===== src/rtl/tom_regbus_pkg.sv =====
// Shared definitions for the Tom register-bus initiator: FSM encoding,
// error data default and register offsets within the F00000 window.
package tom_regbus_pkg;

    typedef enum logic [2:0] {
        ST_IDLE    = 3'd0,
        ST_SETUP   = 3'd1,
        ST_ACTIVE  = 3'd2,
        ST_WAIT    = 3'd3,
        ST_RECOVER = 3'd4
    } state_t;

    localparam logic [15:0] ERR_DATA_DEFAULT = 16'hFFFF;

    // Byte offsets of commonly used Tom registers
    localparam logic [15:0] REG_HC    = 16'h0004;
    localparam logic [15:0] REG_VC    = 16'h0006;
    localparam logic [15:0] REG_OLP   = 16'h0020;
    localparam logic [15:0] REG_OBF   = 16'h0026;
    localparam logic [15:0] REG_VMODE = 16'h0028;
    localparam logic [15:0] REG_PIT0  = 16'h0050;
    localparam logic [15:0] REG_PIT1  = 16'h0052;
    localparam logic [15:0] REG_INT1  = 16'h00E0;
    localparam logic [15:0] REG_INT2  = 16'h00E2;

    function automatic logic is_misaligned(input logic [15:0] addr);
        return addr[0];
    endfunction

endpackage


===== src/rtl/tom_regbus_timer.sv =====
// Loadable down-counter that saturates at zero; done flags the terminal count.
module tom_regbus_timer #(
    parameter int WIDTH = 4
) (
    input  logic             sys_clk,
    input  logic             sys_rst,
    input  logic             load,
    input  logic             en,
    input  logic [WIDTH-1:0] load_val,
    output logic             done
);

    logic [WIDTH-1:0] count_reg;

    always_ff @(posedge sys_clk) begin
        if (sys_rst) begin
            count_reg <= '0;
        end else if (load) begin
            count_reg <= load_val;
        end else if (en && (count_reg != '0)) begin
            count_reg <= count_reg - WIDTH'(1);
        end
    end

    assign done = (count_reg == '0);

endmodule


===== src/rtl/tom_regbus_master.sv =====
// Single-beat initiator for the Tom register bus: address setup, read/write
// strobes, ack wait with timeout, and a one-cycle completion response.
module tom_regbus_master
    import tom_regbus_pkg::*;
#(
    parameter int          STROBE_CYC = 2,
    parameter int          TIMEOUT    = 64,
    parameter logic [15:0] ERR_DATA   = ERR_DATA_DEFAULT
) (
    input  logic        sys_clk,
    input  logic        sys_rst,
    input  logic        req_valid,
    output logic        req_ready,
    input  logic [15:0] req_addr,
    input  logic        req_we,
    input  logic [15:0] req_wdata,
    output logic        rsp_valid,
    output logic [15:0] rsp_rdata,
    output logic        rsp_err,
    output logic [15:0] a,
    output logic        intdev,
    output logic        reads,
    output logic        oet,
    output logic        intwe,
    output logic        intswe,
    output logic        wet,
    output logic [15:0] dwr,
    input  logic [15:0] drd,
    input  logic        ourack
);

    state_t      state_reg;
    logic        we_reg;
    logic        ack_seen_reg;
    logic [15:0] rdata_cap_reg;
    logic        req_ready_reg;
    logic        rsp_valid_reg;
    logic [15:0] rsp_rdata_reg;
    logic        rsp_err_reg;
    logic [15:0] a_reg;
    logic        intdev_reg;
    logic        reads_reg;
    logic        oet_reg;
    logic        intwe_reg;
    logic        intswe_reg;
    logic        wet_reg;
    logic [15:0] dwr_reg;

    logic        strobe_done;
    logic        timeout_done;
    logic        in_bus;
    logic        ack_now;
    logic        acked;
    logic        done_ok;
    logic        done_err;
    logic        go_wait;
    logic        finish;
    logic        accept;
    logic [15:0] rsp_data_next;

    assign in_bus = (state_reg == ST_ACTIVE) || (state_reg == ST_WAIT);

    // Both timers are loaded on the SETUP->ACTIVE edge; the timeout keeps
    // running through WAIT while the strobe timer only spans ACTIVE.
    tom_regbus_timer #(.WIDTH(4)) u_strobe_timer (
        .sys_clk  (sys_clk),
        .sys_rst  (sys_rst),
        .load     (state_reg == ST_SETUP),
        .en       (state_reg == ST_ACTIVE),
        .load_val (4'(STROBE_CYC - 1)),
        .done     (strobe_done)
    );

    tom_regbus_timer #(.WIDTH(10)) u_timeout_timer (
        .sys_clk  (sys_clk),
        .sys_rst  (sys_rst),
        .load     (state_reg == ST_SETUP),
        .en       (in_bus),
        .load_val (10'(TIMEOUT - 1)),
        .done     (timeout_done)
    );

    always_comb begin
        ack_now  = in_bus && ourack;
        acked    = ack_seen_reg || ack_now;
        done_ok  = 1'b0;
        done_err = 1'b0;
        go_wait  = 1'b0;
        case (state_reg)
            ST_ACTIVE: begin
                if (strobe_done) begin
                    if (acked)             done_ok  = 1'b1;
                    else if (timeout_done) done_err = 1'b1;
                    else                   go_wait  = 1'b1;
                end else if (!acked && timeout_done) begin
                    done_err = 1'b1;
                end
            end
            ST_WAIT: begin
                if (ourack)            done_ok  = 1'b1;
                else if (timeout_done) done_err = 1'b1;
            end
            default: ;
        endcase
        finish = done_ok || done_err;
        accept = (state_reg == ST_IDLE) && req_ready_reg && req_valid;

        // An ack arriving on the finishing edge has not been latched yet
        if (done_err)          rsp_data_next = ERR_DATA;
        else if (we_reg)       rsp_data_next = 16'h0000;
        else if (ack_seen_reg) rsp_data_next = rdata_cap_reg;
        else                   rsp_data_next = drd;
    end

    always_ff @(posedge sys_clk) begin
        if (sys_rst) begin
            state_reg     <= ST_IDLE;
            we_reg        <= 1'b0;
            ack_seen_reg  <= 1'b0;
            rdata_cap_reg <= '0;
            req_ready_reg <= 1'b0;
            rsp_valid_reg <= 1'b0;
            rsp_rdata_reg <= '0;
            rsp_err_reg   <= 1'b0;
            a_reg         <= '0;
            intdev_reg    <= 1'b0;
            reads_reg     <= 1'b0;
            oet_reg       <= 1'b0;
            intwe_reg     <= 1'b0;
            intswe_reg    <= 1'b0;
            wet_reg       <= 1'b0;
            dwr_reg       <= '0;
        end else begin
            rsp_valid_reg <= 1'b0;
            rsp_err_reg   <= 1'b0;
            rsp_rdata_reg <= '0;
            case (state_reg)
                ST_IDLE: begin
                    if (accept) begin
                        req_ready_reg <= 1'b0;
                        we_reg        <= req_we;
                        ack_seen_reg  <= 1'b0;
                        if (is_misaligned(req_addr)) begin
                            state_reg     <= ST_RECOVER;
                            rsp_valid_reg <= 1'b1;
                            rsp_err_reg   <= 1'b1;
                            rsp_rdata_reg <= ERR_DATA;
                        end else begin
                            state_reg  <= ST_SETUP;
                            a_reg      <= req_addr;
                            intdev_reg <= 1'b1;
                            dwr_reg    <= req_we ? req_wdata : 16'h0000;
                        end
                    end else begin
                        req_ready_reg <= 1'b1;
                    end
                end
                ST_SETUP: begin
                    state_reg  <= ST_ACTIVE;
                    reads_reg  <= !we_reg;
                    oet_reg    <= !we_reg;
                    intwe_reg  <= we_reg;
                    wet_reg    <= we_reg;
                    intswe_reg <= we_reg;
                end
                ST_ACTIVE, ST_WAIT: begin
                    intswe_reg <= 1'b0;
                    if (ack_now && !ack_seen_reg) begin
                        ack_seen_reg  <= 1'b1;
                        rdata_cap_reg <= drd;
                    end
                    if (finish) begin
                        state_reg     <= ST_RECOVER;
                        a_reg         <= '0;
                        intdev_reg    <= 1'b0;
                        reads_reg     <= 1'b0;
                        oet_reg       <= 1'b0;
                        intwe_reg     <= 1'b0;
                        wet_reg       <= 1'b0;
                        dwr_reg       <= '0;
                        rsp_valid_reg <= 1'b1;
                        rsp_err_reg   <= done_err;
                        rsp_rdata_reg <= rsp_data_next;
                    end else if (go_wait) begin
                        state_reg <= ST_WAIT;
                        oet_reg   <= 1'b0;
                        wet_reg   <= 1'b0;
                    end
                end
                ST_RECOVER: begin
                    state_reg     <= ST_IDLE;
                    req_ready_reg <= 1'b1;
                end
                default: state_reg <= ST_IDLE;
            endcase
        end
    end

    always_ff @(posedge sys_clk) begin
        if (!sys_rst) begin
            assert (!(reads_reg && intwe_reg));
        end
    end

    assign req_ready = req_ready_reg;
    assign rsp_valid = rsp_valid_reg;
    assign rsp_rdata = rsp_rdata_reg;
    assign rsp_err   = rsp_err_reg;
    assign a         = a_reg;
    assign intdev    = intdev_reg;
    assign reads     = reads_reg;
    assign oet       = oet_reg;
    assign intwe     = intwe_reg;
    assign intswe    = intswe_reg;
    assign wet       = wet_reg;
    assign dwr       = dwr_reg;

endmodule


===== config.mk =====
export PLATFORM = sky130hd
export DESIGN_NAME = tom_regbus_master
export DESIGN_NICKNAME = d
export VERILOG_FILES = /design/src/rtl/tom_regbus_pkg.sv /design/src/rtl/tom_regbus_timer.sv /design/src/rtl/tom_regbus_master.sv
export SDC_FILE = /design/constraint.sdc
export NUM_CORES = 1
export LEC_CHECK = 0
export BUFFER_PORTS_ARGS = -buffer_cell sky130_fd_sc_hd__buf_2
export CAP_MARGIN = 5
export CORE_ASPECT_RATIO = 0.9
export CORE_MARGIN = 2
export CORE_UTILIZATION = 45
export DETAILED_ROUTE_END_ITERATION = 8
export PLACE_DENSITY_LB_ADDON = 0.3
export SLEW_MARGIN = 15
export SYNTH_ARGS = -nofsm -noshare
export SYNTH_HDL_FRONTEND = slang
export SYNTH_SLANG_ARGS = --single-unit
export TNS_END_PERCENT = 1

===== constraint.sdc =====
create_clock -name sys_clk -period 2.9 [get_ports sys_clk]
set_input_delay 0.58 -clock sys_clk [delete_from_list [all_inputs] [get_ports sys_clk]]
set_output_delay 0.58 -clock sys_clk [all_outputs]
set_load 0.005 [all_outputs]

[Word-level counts from Yosys, hierarchy flattened]
Index checks and enable logic that the tools add are counted.
Storage, ports and cells
  input bits: 53
  bits in registers: 92
  output and inout bits: 57
Cells by class
  reductions and logical operators: 32
  multiplexer cells: 60
  add/sub/neg operators: 2
  eq/ne operators: 9
Operators by type and width (count)
  $mux 16: 12
  $pmux 16 s2: 3
  $mux 1: 26
  $pmux 1 s2: 12
  $mux 3: 4
  $mux 6: 2
  $logic_not 10->1: 1
  $reduce_and 2->1: 5
  $reduce_bool 10->1: 1
  $reduce_bool 2->1: 5
  $sub 10x1->10 const B: 1
  $pmux 3 s3: 1
  $ne 2x2->1 const B: 4
  $logic_and 1x1->1: 7
  $eq 3x2->1 const B: 2
  $logic_not 4->1: 1
  $reduce_and 4->1: 1
  $reduce_bool 4->1: 1
  $reduce_or 2->1: 2
  $sub 4x1->4 const B: 1
  $eq 3x1->1 const B: 1
  $eq 3x3->1 const B: 1
  $logic_not 1->1: 3
  $logic_not 3->1: 1
  other kinds (3): 5

[Longest topological paths before layout]
Gate-level depths: netlist (run 1).
  depth in word-level cells: 12
  gate-level depth with buffers: 10

[Modules after synthesis]
From an unflattened synthesis (run 1), not the netlist that was laid out.
Second synthesis, totals
  cell total of the unflattened synthesis: 471
  area, all modules: 4225.3 um^2
By module, submodules not included
  tom_regbus_master: instances 1, cells each 366, area an instance 3310.7 um^2, seq. area each 1541.5 um^2
  tom_regbus_timer at u_timeout_timer: instances 1, cells each 76, area an instance 651.9 um^2, seq. area each 200.2 um^2
  tom_regbus_timer at u_strobe_timer: instances 1, cells each 29, area an instance 262.8 um^2, seq. area each 80.1 um^2

[Worst setup path after synthesis (run 1)]
No wires, ideal clock.
  path kind: register to register
  start point: reg u_strobe_timer.count_reg[0]
  end point: reg dwr_reg[5] (netlist: dwr[5])
  data arrival time: 1.830 ns
  setup slack: 0.945 ns
  stages on the path, launching flop included: 10
  path buffers: 2
  setup time: 0.125 ns
  cell sequence: dfxtp_1 > inv_1 > ha_1 > or3b_2 > nor4_4 > a211oi_2 > nor2b_4 > buf_6 > buf_6 > o2bb2ai_1
Between the ends
  longest elaborated chain between the ends: 6
  elaborated cells on any way between the ends: 8
Ends and longest elaborated chain
  from (decl): line tom_regbus_timer.sv:13  | logic [WIDTH-1:0] count_reg;
  from (signal assigned): line tom_regbus_timer.sv:19  | count_reg <= load_val;
  from (signal assigned): line tom_regbus_timer.sv:21  | count_reg <= count_reg - WIDTH'(1);
  $logic_not 4->1 (*): line tom_regbus_timer.sv:25  | assign done = (count_reg == '0);
  $mux 1: line tom_regbus_master.sv:91  | if (strobe_done) begin
  $pmux 1 s2: line tom_regbus_master.sv:89  | case (state_reg)
  $logic_or 1x1->1 (*): line tom_regbus_master.sv:105  | finish = done_ok || done_err;
  $ne 2x2->1 (no source line) (*)
  $reduce_and 4->1 (no source line) (*)
  to (signal assigned): line tom_regbus_master.sv:152  | dwr_reg <= req_we ? req_wdata : 16'h0000;
  to (decl): line tom_regbus_master.sv:47  | logic [15:0] dwr_reg;
Every way passes the cells marked *; elsewhere a longest branch is shown, timed or not.
A chain may end at the register's enable or synchronous reset.

[Final worst setup path (run 1)]
  start point: reg state_reg[1]
  end point: reg a_reg[8] (netlist: a[8])
Between the ends
  longest elaborated chain between the ends: 12
  elaborated cells on any way between the ends: 25
Ends and longest elaborated chain
  from (decl): line tom_regbus_master.sv:32  | state_t state_reg;
  from (signal assigned): line tom_regbus_master.sv:117  | state_reg <= ST_IDLE;
  from (signal assigned): line tom_regbus_master.sv:144  | state_reg <= ST_RECOVER;
  from (signal assigned): line tom_regbus_master.sv:149  | state_reg <= ST_SETUP;
  $eq 3x2->1: line tom_regbus_master.sv:61, tom_regbus_master.sv:89, tom_regbus_master.sv:137
  $logic_or 1x1->1: line tom_regbus_master.sv:61  | assign in_bus = (state_reg == ST_ACTIVE) || (state_reg == ST_WAIT);
  $logic_and 1x1->1: line tom_regbus_master.sv:84  | ack_now = in_bus && ourack;
  $logic_or 1x1->1: line tom_regbus_master.sv:85  | acked = ack_seen_reg || ack_now;
  $logic_not 1->1: line tom_regbus_master.sv:95  | end else if (!acked && timeout_done) begin
  $logic_and 1x1->1: line tom_regbus_master.sv:95
  $mux 1: line tom_regbus_master.sv:95
  $mux 1: line tom_regbus_master.sv:91
  $pmux 1 s2: line tom_regbus_master.sv:89
  $logic_or 1x1->1: line tom_regbus_master.sv:105
  $ne 2x2->1 (no source line)
  $reduce_and 4->1 (no source line)
  to (signal assigned): line tom_regbus_master.sv:150  | a_reg <= req_addr;
  to (decl): line tom_regbus_master.sv:40  | logic [15:0] a_reg;
Several ways; a longest one is shown, not always the timed one.

==> results of run 1 <==
[worst max-delay path by stage]
stage,from,to,slack [ns],cells past startpoint
floorplan,u_strobe_timer.count_reg[0],dwr[5],0.94,9
finish,state_reg[1],a[8],0.62,5
detailed placement,state_reg[1],a[4],0.64,5
CTS,state_reg[1],rsp_rdata[6],0.62,5
global placement,req_valid,rsp_rdata[12],0.65,6
global route,state_reg[1],a[8],0.38,5
[power groups by stage]
| stage | sequential [W] | clock, W | combinational [W] |
|---|---|---|---|
| floorplan | 0.00160 | 0 | 0.00106 |
| global placement | 0.00166 | 0 | 0.00131 |
| detailed placement | 0.00166 | 0 | 0.00135 |
| CTS | 0.00163 | 0.000898 | 0.00136 |
| global route | 0.00167 | 0.000950 | 0.00152 |
| finish | 0.00164 | 0.000877 | 0.00136 |
[kinds of logic after synthesis]
group,after synthesis,share of synthesized area
mux,17,0.0431
other cells,1,0.000951
fa+ha+maj,4,0.0127
flops,91,0.462
xor+xnor,6,0.0133
buf+inv,39,0.0520
simple gates,145,0.182
compound gates,130,0.234
[cells in the mapped netlist, types with 3 or more instances]
cell type / n / area [um^2]
dfxtp_1: 91 / 1820
nand2_1: 67 / 251
a21oi_1: 46 / 230
nor2_1: 34 / 128
clkbuf_1: 19 / 71.3
a211oi_1: 18 / 135
mux2i_1: 17 / 170
a22oi_1: 16 / 120
o21a_1: 16 / 120
o2bb2ai_1: 16 / 140
nor3_1: 12 / 60.1
inv_1: 6 / 22.5
buf_6: 5 / 56.3
buf_2: 4 / 20.0
buf_4: 4 / 30.0
ha_1: 4 / 50.1
o21ai_0: 4 / 20.0
or3_1: 4 / 25.0
xor2_1: 4 / 35.0
a211oi_2: 3 / 37.5
a31oi_1: 3 / 18.8
nand3_1: 3 / 15.0
nor2b_1: 3 / 18.8
[layer usage]
metal / GRT usage / vias up / part of all wire
met5: 0 / - / 0
met4: 0.0533 / 0 / 0.0040
met3: 0.0725 / 2 / 0.079
met2: 0.312 / 126 / 0.46
met1: 0.286 / 1633 / 0.46
li1: - / 1712 / -
[worst max-delay path, delay by kind of cell (launching register included)]
| kind | cells | cell delay, ns |
|---|---|---|
| AO/OA/AOI/OAI | 3 | 0.74 |
| AND/OR/NAND/NOR | 2 | 0.79 |
| flip-flops | 1 | 0.60 |
[per-stage QoR]
stage / power, W / instance area [um^2] / std cells
after floorplan: 0.00266 / 3940 / 433
after global placement: 0.00297 / 4520 / 635
after detailed placement: 0.00300 / 4520 / 635
after CTS: 0.00389 / 4720 / 651
after global routing: 0.00414 / 4720 / 651
final: 0.00387 / 4720 / 651
[area by class of cell]
type                    instances  area [um^2]  share of cell area
inverters                       6         22.5             0.00477
flip-flops and latches         91         1820               0.386
well taps                     119          149              0.0315
clock buffers                  11          141              0.0299
repair buffers                116          601               0.127
multi-input cells             303         1930               0.408
clock inverters                 5         61.3              0.0130
==> results.cfg, run 1 <==
[critical_path]
r2r_end = a[8]
path_class = reg2reg
r2r_cells = 5
critPathMaxFanout = 15
slowest_stage = dfxtp_1
endpoint_kind = flip-flop
cp_cell_sequence = nor4b_4 > nor3b_4 > a211oi_4 > a21oi_4 > a211oi_1
crit_path_max_incr_delay_ns = 0.60
crit_required_ns = 3.10
critical_path_arrival_ns = 2.49
r2r-start = state_reg[1]
rrSetupSlack_ns = 0.62
cp-start-kind = flip-flop

[finish]
nNetsFinal = 584
final_core_util = 0.554
antenna_cells = 0
drive_gt1_frac = 0.280
mostFrequentLayoutCells = buf_2, dfxtp_1, nand2_1
layout_commonest_cell = buf_2
fillerInstances = 804
synthToLayoutAreaGrowth_pct = 19.7

[sta]
fin_crit_ns = 2.28
fmax_mhz = 438
setup_viol = 0
slew_headroom = 0.525
holdWs_ns = 0.459
period_share = 0.788
post-route-worst-setup-slack_ns = 0.616
skew_ns = 0.0132
hold_viol = 0
rsz0062_at_grt = false
finalSetupTns_ns = 0
slew_viol_final = 0
tightest_slew_ns = 0.704

[clock_network]
clk_latency_ns = 0.36
cts_num_sinks = 91
post_cts_buffers = 0
path_clk_slew_ns = 0.09
htreeDepth = 3
cts_resized = 0
cts_tree = yes
cts_made_buffers = 9
root_buffer = clkbuf_8
holdBufCountCts = 0
cts_buffer_depth = 2

[floorplanning]
die_y_um = 92.8
die-area_um2 = 9530
die_w_um = 103
start_util = 0.462
row_count = 32
fp.coreArea_um2 = 8530
io-pin-count = 110

[logic_synthesis]
synth_cell_types = 50
synth_fp_nets = 490
yosysWarningCount = 0
ys.flop_type = dfxtp_1
ys_seq_elements = 91
synth_edf_count = 0
ys_seq_area_frac = 0.462
synthArstFlopShare = 0
synth.avg_cell_area_um2 = 9.11
synthCells = 433
syn_area_um2 = 3940

[global_route]
antenna_found_initial = 0
grt_pass1_vias = 3271
overflow = 0
grt_usage = 0.208
grt_max_degree = 66
grt_pass1_wl_mm = 15.8

[placement]
gp_congestion = 0.879
port_buffers = 108
pre_cts_ws_ns = 0.642
hpwl_mm = 6.36

[power_and_ir_drop]
pwr_density_cell_nw_per_um2 = 820
clkPwrFrac = 0.227
seqPwrFrac = 0.423
ir_drop_mv = 0.304
p_sw_frac = 0.380
leakage_nw = 1.86
p_comb_frac = 0.350
p_int_w = 0.00240
netSwitchingPower_w = 0.00147

[min_path]
whs_path_depth = 3
whs_endpoint = rdata_cap_reg[13]
min_path_type = in2reg
hold_start = drd[13]

[detailed_routing]
wire_per_inst_um = 14.4
avgViaCountPerCell = 5.33
drt_iter0_drc = 202
wirelength_mm = 9.40
drc_errors = 0
ant_nets = 0
vias = 3473
drt-pass1-iter-count = 4

[flow_run]
maxCapViolCount = 0

[run_status]
status = finished, final reports clean
Note: power is estimated with default switching activity, not from simulation.
==> run 2: changes to the inputs <==
==> constraint.sdc (replaced) <==
create_clock -name sys_clk -period 2.3 [get_ports sys_clk]
set_input_delay 0.46 -clock sys_clk [delete_from_list [all_inputs] [get_ports sys_clk]]
set_output_delay 0.46 -clock sys_clk [all_outputs]
set_load 0.005 [all_outputs]
==> results.cfg, run 2 (synthesis gave the netlist of run 1 again) <==
[critical_path]
crit_family = simple AND/OR/NAND/NOR gates
slowest_stage = or3b_2
path_class = reg2reg
endpoint_kind = flip-flop
cp_num_buf_inv = 1
cp-start-kind = flip-flop
cp_cell_sequence = inv_1 > ha_1 > or3b_2 > nor4_4 > a211oi_4 > a21oi_4 > a211oi_1
rrSetupSlack_ns = 0.14
critical_path_depth = 7
r2r-start = u_strobe_timer.count_reg[0]
r2r_cells = 7
cp-startpoint = u_strobe_timer.count_reg[0]
crit_required_ns = 2.51
crit_path_max_incr_delay_ns = 0.50
endpoint = a[14]
r2r_end = a[14]
critPathMaxFanout = 15
critical_path_arrival_ns = 2.37

[detailed_routing]
drt_iter0_drc = 158
wire_per_inst_um = 13.9
vias = 3423
drc_errors = 0
ant_nets = 0
wirelength_mm = 9.14
avgViaCountPerCell = 5.21
drt-pass1-iter-count = 5

[power_and_ir_drop]
pwr_density_cell_nw_per_um2 = 1030
leakage_nw = 1.90
ir_drop_mv = 0.415

[clock_network]
path_clk_slew_ns = 0.09
cts_num_sinks = 91
cts_tree = yes
cts_buffer_depth = 2
htreeDepth = 3
root_buffer = clkbuf_8
cts_made_buffers = 9
cts_resized = 0
clk_latency_ns = 0.36

[min_path]
hold_start = drd[14]
min_path_type = in2reg
whs_path_depth = 3

[finish]
drive_gt1_frac = 0.290
multi_input_area_um2 = 1930
fillerInstances = 790
seq_area_um2 = 1820
layout_commonest_cell = buf_2
synthToLayoutAreaGrowth_pct = 21.3
nNetsFinal = 591
antenna_cells = 0
mostFrequentLayoutCells = buf_2, dfxtp_1, nand2_1

[placement]
hpwl_mm = 6.22
port_buffers = 108
gp_congestion = 0.813
pre_cts_ws_ns = 0.116

[sta]
rsz0062_at_grt = false
fin_crit_ns = 2.16
period_share = 0.939
skew_ns = 0.0106
fmax_mhz = 463
slew_viol_final = 0
post-route-worst-setup-slack_ns = 0.140
slew_headroom = 0.486
finalSetupTns_ns = 0
hold_viol = 0
tightest_slew_ns = 0.771
setup_viol = 0

[floorplanning]
die_w_um = 103
row_count = 32
io-pin-count = 110
die-area_um2 = 9530
die_y_um = 92.8
start_util = 0.462
fp.coreArea_um2 = 8530

[global_route]
grt_pass1_wl_mm = 14.7
grt_pass1_vias = 3086
antenna_found_initial = 0
grt_usage = 0.196
grt_max_degree = 66
overflow = 0

[run_status]
status = finished, final reports clean

[flow_run]
maxCapViolCount = 0
[run 2: changes by cell type in the layout (fill, tap and decap cells not counted), sizes merged]
cell      before  now
buf          116  123
clkbuf        11    9
clkinv         0    2
clkinvlp       3    1
inv            7    8
[run 2: worst min-delay path, delay by kind of cell]
family	cells	cell delay, ns
buf+inv	1	0.10
simple gates	1	0.05
compound gates	1	0.05
[run 2: what timing repair did]
| action | in CTS | in global routing |
|---|---|---|
| endpoints found under the setup margin | 0 | 8 |
| hold buffers | 0 | 0 |
| buffers inserted | 0 | 1 |
[run 2: stage by stage]
step | hold WS (ns) | power [W] | utilization | area, um^2 | std cells
after floorplan | 0.436 | 0.00335 | - | 3940 | 433
after global placement | 0.441 | 0.00382 | 0.535 | 4560 | 641
after detailed placement | 0.447 | 0.00386 | 0.535 | 4560 | 641
after CTS | 0.324 | 0.00496 | 0.559 | 4760 | 656
after global routing | 0.310 | 0.00530 | 0.561 | 4780 | 657
final | 0.341 | 0.00494 | 0.561 | 4780 | 657
[run 2: power breakdown]
part | switching (W) | internal, W | total [W]
Clock | 0.000577 | 0.000511 | 0.00109
Combinational | 0.00106 | 0.000747 | 0.00181
Sequential | 0.000219 | 0.00183 | 0.00204
[run 2: worst min-delay path by stage]
stage                   endpoint  slack [ns]
6_report       rdata_cap_reg[14]        0.34
5_1_grt        rdata_cap_reg[14]        0.31
4_1_cts         rdata_cap_reg[1]        0.32
3_5_place_dp    rdata_cap_reg[3]        0.45
3_3_place_gp    rdata_cap_reg[2]        0.44
2_1_floorplan   rdata_cap_reg[0]        0.44
[run 2: cell type report]
class / count / area share
Tap cell: 119 / 0.0311
Sequential cell: 91 / 0.381
Inverter: 6 / 0.00471
Clock buffer: 9 / 0.0259
Timing Repair Buffer: 123 / 0.139
Multi-Input combinational cell: 303 / 0.403
Clock inverter: 6 / 0.0157
[run 2: routing by layer]
| metal | GRT usage | routed length [um] | vias up |
|---|---|---|---|
| met1 | 0.265 | 4350 | 1599 |
| met2 | 0.291 | 4100 | 94 |
| met4 | 0.0567 | 78 | 0 |
| met5 | 0 | 0 | - |
| li1 | - | - | 1726 |
| met3 | 0.0709 | 616 | 4 |
